## config.mk

```make
export PLATFORM = sky130hd
export DESIGN_NAME = baccarat_round_ctrl_flat
export DESIGN_NICKNAME = d
export VERILOG_FILES = /design/src/rtl/baccarat_round_ctrl_if.sv /design/src/rtl/baccarat_round_ctrl.sv /design/src/flat_wrapper.sv
export SDC_FILE = /design/constraint.sdc
export NUM_CORES = 1
export LEC_CHECK = 0
export CAP_MARGIN = 0
export CORE_MARGIN = 2
export CORE_UTILIZATION = 45
export CTS_CLUSTER_SIZE = 10
export DETAILED_ROUTE_END_ITERATION = 8
export HOLD_SLACK_MARGIN = 0.06
export PLACE_DENSITY = 0.81
export SKIP_CTS_REPAIR_TIMING = 1
export SLEW_MARGIN = 10
export SYNTH_ARGS = -nofsm -noshare
export SYNTH_HDL_FRONTEND = slang
export SYNTH_SLANG_ARGS = --single-unit
export TNS_END_PERCENT = 20
```

## constraint.sdc

```tcl
create_clock -name slow_clock -period 2 [get_ports slow_clock]
set_input_delay 0.5 -clock slow_clock [delete_from_list [all_inputs] [get_ports slow_clock]]
set_output_delay 0.5 -clock slow_clock [all_outputs]
set_load 0.02 [all_outputs]
```

## src/rtl/baccarat_round_ctrl_if.sv

```systemverilog
// Card dealer handshake: the round controller (master) requests, the dealer (slave) supplies a rank.
interface baccarat_round_ctrl_if;
  logic       card_req;
  logic       card_valid;
  logic [3:0] card_in;

  modport master (output card_req, input card_valid, input card_in);
  modport slave  (input card_req, output card_valid, output card_in);
endinterface

```

## src/rtl/baccarat_round_ctrl.sv

```systemverilog
// Baccarat round sequencer: deals six card slots, applies third-card rules, declares the winner.
// Optional win/tie tally counters are built when BACC_TALLY_EN is defined.
module baccarat_round_ctrl #(
  parameter int unsigned PAUSE_CYCLES = 0
) (
  input  logic                  slow_clock,
  input  logic                  reset,
  input  logic                  start,
  baccarat_round_ctrl_if.master card,
  output logic [3:0]            pcard1,
  output logic [3:0]            pcard2,
  output logic [3:0]            pcard3,
  output logic [3:0]            dcard1,
  output logic [3:0]            dcard2,
  output logic [3:0]            dcard3,
  input  logic [3:0]            pscore,
  input  logic [3:0]            dscore,
  output logic                  busy,
  output logic                  done,
  output logic                  player_win,
  output logic                  banker_win
`ifdef BACC_TALLY_EN
  ,
  output logic [7:0]            player_tally,
  output logic [7:0]            banker_tally,
  output logic [7:0]            tie_tally
`endif
);

  typedef enum logic [3:0] {
    IDLE, REQ_P1, REQ_D1, REQ_P2, REQ_D2, EVAL,
    REQ_P3, DECIDE_D3, REQ_D3, RESULT, DONE, PAUSE
  } state_e;

  localparam bit         HAS_PAUSE  = (PAUSE_CYCLES != 0);
  localparam logic [7:0] PAUSE_LOAD = HAS_PAUSE ? 8'(PAUSE_CYCLES - 1) : 8'd0;

  state_e          state_q, state_d, ret_q, ret_d;
  logic [7:0]      pause_q, pause_d;
  logic [5:0][3:0] card_q, card_d;  // slots 0..2 player, 3..5 banker
  logic            pwin_q, pwin_d, bwin_q, bwin_d;
  logic            accept, is_req, banker_draw;
  logic [3:0]      p3v;

  function automatic state_e after_card(input state_e s);
    case (s)
      REQ_P1:  return REQ_D1;
      REQ_D1:  return REQ_P2;
      REQ_P2:  return REQ_D2;
      REQ_D2:  return EVAL;
      REQ_P3:  return DECIDE_D3;
      REQ_D3:  return RESULT;
      default: return IDLE;
    endcase
  endfunction

  function automatic logic [2:0] slot_of(input state_e s);
    case (s)
      REQ_P1:  return 3'd0;
      REQ_P2:  return 3'd1;
      REQ_P3:  return 3'd2;
      REQ_D1:  return 3'd3;
      REQ_D2:  return 3'd4;
      default: return 3'd5;
    endcase
  endfunction

  assign is_req = (state_q == REQ_P1) || (state_q == REQ_D1) || (state_q == REQ_P2) ||
                  (state_q == REQ_D2) || (state_q == REQ_P3) || (state_q == REQ_D3);
  assign accept = is_req && card.card_valid && (card.card_in >= 4'd1) && (card.card_in <= 4'd13);
  assign p3v    = (card_q[2] > 4'd9) ? 4'd0 : card_q[2];

  always_comb begin
    case (dscore)
      4'd0, 4'd1, 4'd2: banker_draw = 1'b1;
      4'd3:             banker_draw = (p3v != 4'd8);
      4'd4:             banker_draw = (p3v >= 4'd2) && (p3v <= 4'd7);
      4'd5:             banker_draw = (p3v >= 4'd4) && (p3v <= 4'd7);
      4'd6:             banker_draw = (p3v >= 4'd6) && (p3v <= 4'd7);
      default:          banker_draw = 1'b0;
    endcase
  end

  always_comb begin
    // NOTE: every next-state value is defaulted to its current value first so no latch can be inferred.
    state_d = state_q;
    ret_d   = ret_q;
    pause_d = pause_q;
    card_d  = card_q;
    pwin_d  = pwin_q;
    bwin_d  = bwin_q;
    case (state_q)
      IDLE, DONE: begin
        if (start) begin
          card_d  = '0;
          pwin_d  = 1'b0;
          bwin_d  = 1'b0;
          state_d = REQ_P1;
        end
      end
      REQ_P1, REQ_D1, REQ_P2, REQ_D2, REQ_P3, REQ_D3: begin
        if (accept) begin
          card_d[slot_of(state_q)] = card.card_in;
          if (HAS_PAUSE) begin
            state_d = PAUSE;
            ret_d   = after_card(state_q);
            pause_d = PAUSE_LOAD;
          end else begin
            state_d = after_card(state_q);
          end
        end
      end
      PAUSE: begin
        if (pause_q == 8'd0) state_d = ret_q;
        else                 pause_d = pause_q - 8'd1;
      end
      EVAL: begin
        if ((pscore == 4'd8) || (pscore == 4'd9) || (dscore == 4'd8) || (dscore == 4'd9))
          state_d = RESULT;
        else if (pscore <= 4'd5)
          state_d = REQ_P3;
        else if (dscore <= 4'd5)
          state_d = REQ_D3;
        else
          state_d = RESULT;
      end
      DECIDE_D3: state_d = banker_draw ? REQ_D3 : RESULT;
      RESULT: begin
        pwin_d  = (pscore >= dscore);
        bwin_d  = (dscore >= pscore);
        state_d = DONE;
      end
      default: state_d = IDLE;
    endcase
  end

  // NOTE: sequential state uses non-blocking assignments so every register samples pre-edge values.
  always_ff @(posedge slow_clock) begin
    if (reset) begin
      state_q <= IDLE;
      ret_q   <= IDLE;
      pause_q <= 8'd0;
      card_q  <= '0;
      pwin_q  <= 1'b0;
      bwin_q  <= 1'b0;
    end else begin
      state_q <= state_d;
      ret_q   <= ret_d;
      pause_q <= pause_d;
      card_q  <= card_d;
      pwin_q  <= pwin_d;
      bwin_q  <= bwin_d;
    end
  end

  assign card.card_req = is_req;
  assign busy          = (state_q != IDLE) && (state_q != DONE);
  assign done          = (state_q == DONE);
  assign player_win    = pwin_q;
  assign banker_win    = bwin_q;
  assign pcard1        = card_q[0];
  assign pcard2        = card_q[1];
  assign pcard3        = card_q[2];
  assign dcard1        = card_q[3];
  assign dcard2        = card_q[4];
  assign dcard3        = card_q[5];

`ifdef BACC_TALLY_EN
  logic [7:0] ptally_q, btally_q, ttally_q;

  // Only reset clears the tallies; a new round leaves them alone.
  always_ff @(posedge slow_clock) begin
    if (reset) begin
      ptally_q <= 8'd0;
      btally_q <= 8'd0;
      ttally_q <= 8'd0;
    end else if (state_q == RESULT) begin
      if (pscore == dscore) begin
        if (ttally_q != 8'hFF) ttally_q <= ttally_q + 8'd1;
      end else if (pscore > dscore) begin
        if (ptally_q != 8'hFF) ptally_q <= ptally_q + 8'd1;
      end else begin
        if (btally_q != 8'hFF) btally_q <= btally_q + 8'd1;
      end
    end
  end

  assign player_tally = ptally_q;
  assign banker_tally = btally_q;
  assign tie_tally    = ttally_q;
`endif

endmodule

```

## src/flat_wrapper.sv

```systemverilog
// flat-port wrapper written by rule: the top's interface ports become plain ports
module baccarat_round_ctrl_flat 
#(
  parameter int unsigned PAUSE_CYCLES = 0
)
  (slow_clock, reset, start, pcard1, pcard2, pcard3, dcard1, dcard2, dcard3, pscore, dscore, busy, done, player_win, banker_win, card_card_req, card_card_valid, card_card_in);
  baccarat_round_ctrl_if card_i ();
  input  logic slow_clock;
  input  logic reset;
  input  logic start;
  output logic [3:0] pcard1;
  output logic [3:0] pcard2;
  output logic [3:0] pcard3;
  output logic [3:0] dcard1;
  output logic [3:0] dcard2;
  output logic [3:0] dcard3;
  input  logic [3:0] pscore;
  input  logic [3:0] dscore;
  output logic busy;
  output logic done;
  output logic player_win;
  output logic banker_win;
  output wire logic [$bits(card_i.card_req)-1:0] card_card_req;
  input wire logic [$bits(card_i.card_valid)-1:0] card_card_valid;
  input wire logic [$bits(card_i.card_in)-1:0] card_card_in;
  assign card_card_req = card_i.card_req;
  assign card_i.card_valid = card_card_valid;
  assign card_i.card_in = card_card_in;
  baccarat_round_ctrl #(.PAUSE_CYCLES(PAUSE_CYCLES)) u_core (.slow_clock(slow_clock), .reset(reset), .start(start), .card(card_i), .pcard1(pcard1), .pcard2(pcard2), .pcard3(pcard3), .dcard1(dcard1), .dcard2(dcard2), .dcard3(dcard3), .pscore(pscore), .dscore(dscore), .busy(busy), .done(done), .player_win(player_win), .banker_win(banker_win));
endmodule
```

* Yosys cells after proc, flatten, opt, wreduce, memory -nomap -nowiden
Cells that the tools add are included.
Cells by class: $add $sub $neg 1, $lt $le $gt $ge 13, equality and inequality tests 26, multiplexer cells 23, bitwise gates (word level) 1, reduce and logical (&&, ||, !) cells 29
Operator list (count):
- $mux 24 | 2
- $pmux 24 s2 | 1
- $pmux 4 s6 | 2
- $eq 4x4->1 const B | 8
- $eq 4x3->1 const B | 7
- $mux 4 | 7
- $bwmux 24 | 1
- $eq 4x2->1 const B | 4
- $pmux 3 s5 | 1
- $demux 4 s3 | 1
- $le 4x3->1 const B | 3
- $eq 4x1->1 const B | 2
- $ge 4x3->1 const B | 2
- $ge 4x4->1 | 2
- $logic_and 1x1->1 | 8
- $logic_not 4->1 | 2
- $logic_not 8->1 | 1
- $logic_or 1x1->1 | 8
- $ne 4x4->1 const B | 2
- $sub 8x1->8 const B | 1
- $mux 3 | 2
- $reduce_and 3->1 | 2
- $reduce_or 6->1 | 1
- $pmux 1 s5 | 1
- 16 further kinds | 22
Word-level totals: register bits after elaboration 38, input bits 16, output and inout bits 29, logic and storage cells 103

* Logic depth before layout (Yosys ltp)
word-level depth 18, depth in mapped cells 7, depth with buffers taken out 7

* Worst setup path after synthesis
OpenSTA, ideal clock, no wires.
kind reg-to-reg, start register u_core.pause_q[0], end register u_core.state_q[1], arrival time 1.805 ns, data required time 1.866 ns, setup slack 0.062 ns, cell stages (with the launch flop) 8, path through dfxtp_1 > inv_1 > ha_1 > or3b_4 > o311ai_4 > o221ai_4 > a221oi_1 > a211oi_1
On the way: cells in the longest elaborated chain, start to end 3
RTL lines:
- start: declaration | RTL line baccarat_round_ctrl.sv:39 | logic [7:0] pause_q, pause_d;
- start signal: assignment | RTL line baccarat_round_ctrl.sv:149 | pause_q <= pause_d;
- $logic_not 8->1 | RTL line baccarat_round_ctrl.sv:114 | if (pause_q == 8'd0) state_d = ret_q;
- $ne 2x1->1 (no source line)
- $reduce_and 3->1 (no source line)
- end signal: assignment | RTL line baccarat_round_ctrl.sv:147 | state_q <= state_d;
- end: declaration | RTL line baccarat_round_ctrl.sv:38 | state_e state_q, state_d, ret_q, ret_d;
Every way passes these cells. A chain may end at the register's enable or synchronous reset.

* Final worst setup path
start register u_core.state_q[0], end output card_card_req
On the way: cells in the longest elaborated chain, start to end 6
RTL lines:
- $eq 4x1->1 or $eq 4x2->1 (tied branches) | RTL line baccarat_round_ctrl.sv:68 | assign is_req = (state_q == REQ_P1) || (state_q == REQ_D1) || (state_q == REQ_P2) ||
- $logic_or 1x1->1 (3 in a row) | RTL line baccarat_round_ctrl.sv:68
- $logic_or 1x1->1 | RTL line baccarat_round_ctrl.sv:69 | (state_q == REQ_D2) || (state_q == REQ_P3) || (state_q == REQ_D3);
- $logic_or 1x1->1 (*) | RTL line baccarat_round_ctrl.sv:69
- end: declaration | RTL line flat_wrapper.sv:23 | output wire logic [$bits(card_i.card_req)-1:0] card_card_req;
Every way passes the cells marked *; elsewhere a longest branch is shown, timed or not.

==> flow_metrics.py <==
metrics = {
    "die": {
        "pin_count": 45,
        "die_h_um": 69.9,
        "initial_core_util_pct": 47.8,
        "rows": 23,
        "fp.dieArea_um2": 4880,
        "fp.coreArea_um2": 4090,
        "die_x_um": 69.9,
    },
    "job": {
        "cap_violations": 0,
    },
    "worst_setup_path": {
        "worst_r2r_endpoint": "u_core.state_q[2]",
        "crit_path_end_kind": "primary output",
        "critical_path.startpoint_type": "flop",
        "r2r_slack_ns": 0.08,
        "data_arrival_time_of_the_worst_path_ns": 1.53,
        "crit_path_max_incr_delay_ns": 0.37,
        "worstPathCellList": "nor4b_1 -> a211oi_2 -> buf_4 -> inv_1 -> clkbuf_2",
        "setup.worst_path.class": "reg2out",
        "critPathTopFamily": "buffers and inverters",
        "cp.buffers_inverters": 3,
        "critical_path.max_fanout": 5,
        "crit-reg2reg-launch": "u_core.pause_q[0]",
        "critPathRequiredTime_ns": 1.50,
        "r2r.worst_path.cells": 7,
        "cpMaxStageDelayCell": "sky130_fd_sc_hd__nor4b_1",
    },
    "placement": {
        "hpwl_mm": 3.98,
        "finalWeightedCongestion": 0.920,
        "dpl_cell_area_um2": 2760,
        "placement.io_buffers": 44,
        "dpl.cell_count": 341,
    },
    "pwr": {
        "cellLeakagePower_nw": 1.21,
        "finalPower_mw": 2.60,
        "power.density_nw_per_um2": 895,
        "vdd.ir_drop.worst_mv": 0.543,
    },
    "cts": {
        "maximum_clock_path_buffer_count": 2,
        "cts_inserted_buffers": 5,
        "insertion_delay_ns": 0.30,
        "htree_num_levels": 2,
        "tritoncts_num_sinks": 38,
        "cts_root_buffer": "sky130_fd_sc_hd__clkbuf_8",
        "clk_pin_slew_ns": 0.08,
        "tritoncts": "yes",
    },
    "timing": {
        "totalNegativeSetupSlack_ns": -0.0252,
        "whs_ns": 0.486,
        "post-route-worst-setup-slack_ns": -0.0252,
        "min_period_over_period_pct": 101,
        "max_freq_mhz": 494,
        "finalClockSkew_ns": 0.00967,
        "timing.final.crit_period_ns": 2.03,
        "timing_max_transition_violations_final": 0,
        "final_report_setup_violation_count": 1,
        "hold_viol_final": 0,
        "setup_repair_after_global_routing_missed_its_margin": "true",
        "slew_headroom_pct": 63.7,
        "worst_slew_pin_slew_ns": 0.540,
    },
    "cells_and_area": {
        "fillCellCount": 317,
        "antenna_cells": 0,
        "layout-area-overhead-vs-synth_pct": 48.9,
        "final_cell_mix": "sky130_fd_sc_hd__buf_4 (45), sky130_fd_sc_hd__dfxtp_1 (38), sky130_fd_sc_hd__clkdlybuf4s50_1 (37)",
        "final_net_count": 319,
        "final_common_cell": "sky130_fd_sc_hd__buf_4",
        "final_cell_area_um2": 2910,
        "final_layout_size_suffix_gt1_share_pct": 27.4,
        "final_cells": 349,
    },
    "global_routing": {
        "grt_pass1_wl_mm": 8.85,
        "grt_use_total_pct": 22.4,
        "grt_remaining_overflow": 0,
        "initial_antenna_violation_count": 0,
        "grt_pass1_vias": 1896,
        "grt_start_max_net_pins": 13,
    },
    "min_path": {
        "hold-path-cell-count": 1,
        "timing.hold.worst.class": "reg2reg",
        "worst_hold_path.endpoint": "u_core.pcard1[2]",
        "hold_path.startpoint": "u_core.pcard1[2]",
    },
    "logic_synthesis": {
        "post-synth-top-area-cell": "sky130_fd_sc_hd__dfxtp_1",
        "syn-mean-instance-area_um2": 9.26,
        "synth.area.top_cells": "sky130_fd_sc_hd__dfxtp_1 (39%), sky130_fd_sc_hd__a22o_1 (10%), sky130_fd_sc_hd__nor2_1 (4.2%)",
        "synth_nets": 232,
        "synth_cell_types": 44,
        "yosys_warnings": 0,
        "synth.ff_latch_count": 38,
        "synth_area_um2": 1950,
        "netlist_instances": 211,
        "synth_top_area_share_pct": 38.9,
        "ys_seq_area_share_pct": 38.9,
    },
    "detailed_routing": {
        "detailedRoute.firstPassIterationCount": 4,
        "detailedRoute.firstIterationViolations": 89,
        "detail_route.wl_per_cell_um": 15.6,
        "dr_total_vias": 1983,
        "routed_wl_mm": 5.45,
        "vias_per_cell": 5.68,
        "ant_nets": 0,
        "detail_route.drc_violations": 0,
    },
    "run_status": {
        "failing_checks": "negative setup slack",
        "outcome": "finished with violations",
    },
}
[cell usage after synthesis (all sizes together)]
master  number
a31oi        2
or4          2
nor4bb       1
o221ai       1
buf          3
xnor2        6
a211oi       5
and3         1
clkbuf       6
or2          1
nor3         5
o21ai        5
or3b         2
nand3        5
nand4        4
and3b        1
nand2        7
a221oi       2
xor2         1
mux2i        2
nor2        22
dfxtp       38
nor3b        6
o311ai       1
nand2b       2
nand3b       2
a22o        23
o21a         2
nor4         3
o41ai        2
a21oi       10
o31ai        4
or3          2
nor2b        9
inv         11
ha           5
a31o         4
nor4b        2
o311a        1
[final cells by class]
cell class                      instances  area, µm²  share of cell area [%]
Clock buffer                            7       86.3                    2.97
Clock inverter                          1       5.00                   0.172
Inverter                               11       41.3                    1.42
Multi-Input combinational cell        153       1170                    40.3
Sequential cell                        38        761                    26.2
Tap cell                               50       62.6                    2.15
Timing Repair Buffer                   89        781                    26.8
[cell families after synthesis]
family	share of synthesized area, %
mux	1.03
flops	38.9
compound gates	27.2
xor+xnor	3.14
buf+inv	3.97
fa+ha+maj	3.20
simple gates	22.5
[sequential cells by signal, indices dropped and copies added, names as in the netlist]
| name | cells |
|---|---|
| u_core.pause_q | 8 |
| u_core.state_q | 4 |
| u_core.dcard3 | 4 |
| u_core.banker_win | 1 |
| u_core.dcard2 | 4 |
| u_core.dcard1 | 4 |
| u_core.player_win | 1 |
| u_core.pcard2 | 4 |
| u_core.pcard1 | 4 |
| u_core.pcard3 | 4 |
[per-layer routing]
metal,share of wire (%),vias up,global-route usage (%),routed length [µm]
met3,5.6,6,4.18,304
met2,49,72,37.4,2680
met4,1.6,0,10.7,86
met1,44,938,27.8,2380
li1,-,967,-,-
met5,0,-,0,0
[worst max-delay path by stage]
stage                            from                end  depth (start not counted)
floorplan           u_core.pause_q[0]  u_core.state_q[1]                          7
global placement      card_card_in[2]   u_core.pcard2[1]                          6
detailed placement    card_card_in[2]   u_core.pcard2[2]                          6
CTS                 u_core.state_q[2]      card_card_req                          5
global route        u_core.state_q[2]      card_card_req                          5
finish              u_core.state_q[0]      card_card_req                          5
[worst register-to-register path, cell delays in order, from the launching register on]
cell and delay (ns):
sky130_fd_sc_hd__dfxtp_1 0.33, sky130_fd_sc_hd__inv_1 0.06, sky130_fd_sc_hd__ha_1 0.14, sky130_fd_sc_hd__or3b_4 0.39
sky130_fd_sc_hd__o311ai_4 0.28, sky130_fd_sc_hd__o221ai_4 0.18, sky130_fd_sc_hd__buf_4 0.18, sky130_fd_sc_hd__o41ai_2 0.26
[power by group]
| part | internal (mW) | switching [mW] | total (mW) |
|---|---|---|---|
| registers | 0.813 | 0.0467 | 0.860 |
| logic | 0.576 | 0.625 | 1.20 |
| clock network | 0.278 | 0.265 | 0.543 |
[through the flow]
stage / utilization (%) / worst slack, ns
5_1_grt: 71.2 / -0.0739
3_3_place_gp: 67.5 / -0.349
4_1_cts: 69.7 / -0.436
2_1_floorplan: - / 0.0618
6_report: 71.2 / -0.0252
3_5_place_dp: 67.5 / -0.401
(Power assumes the default switching activity.)
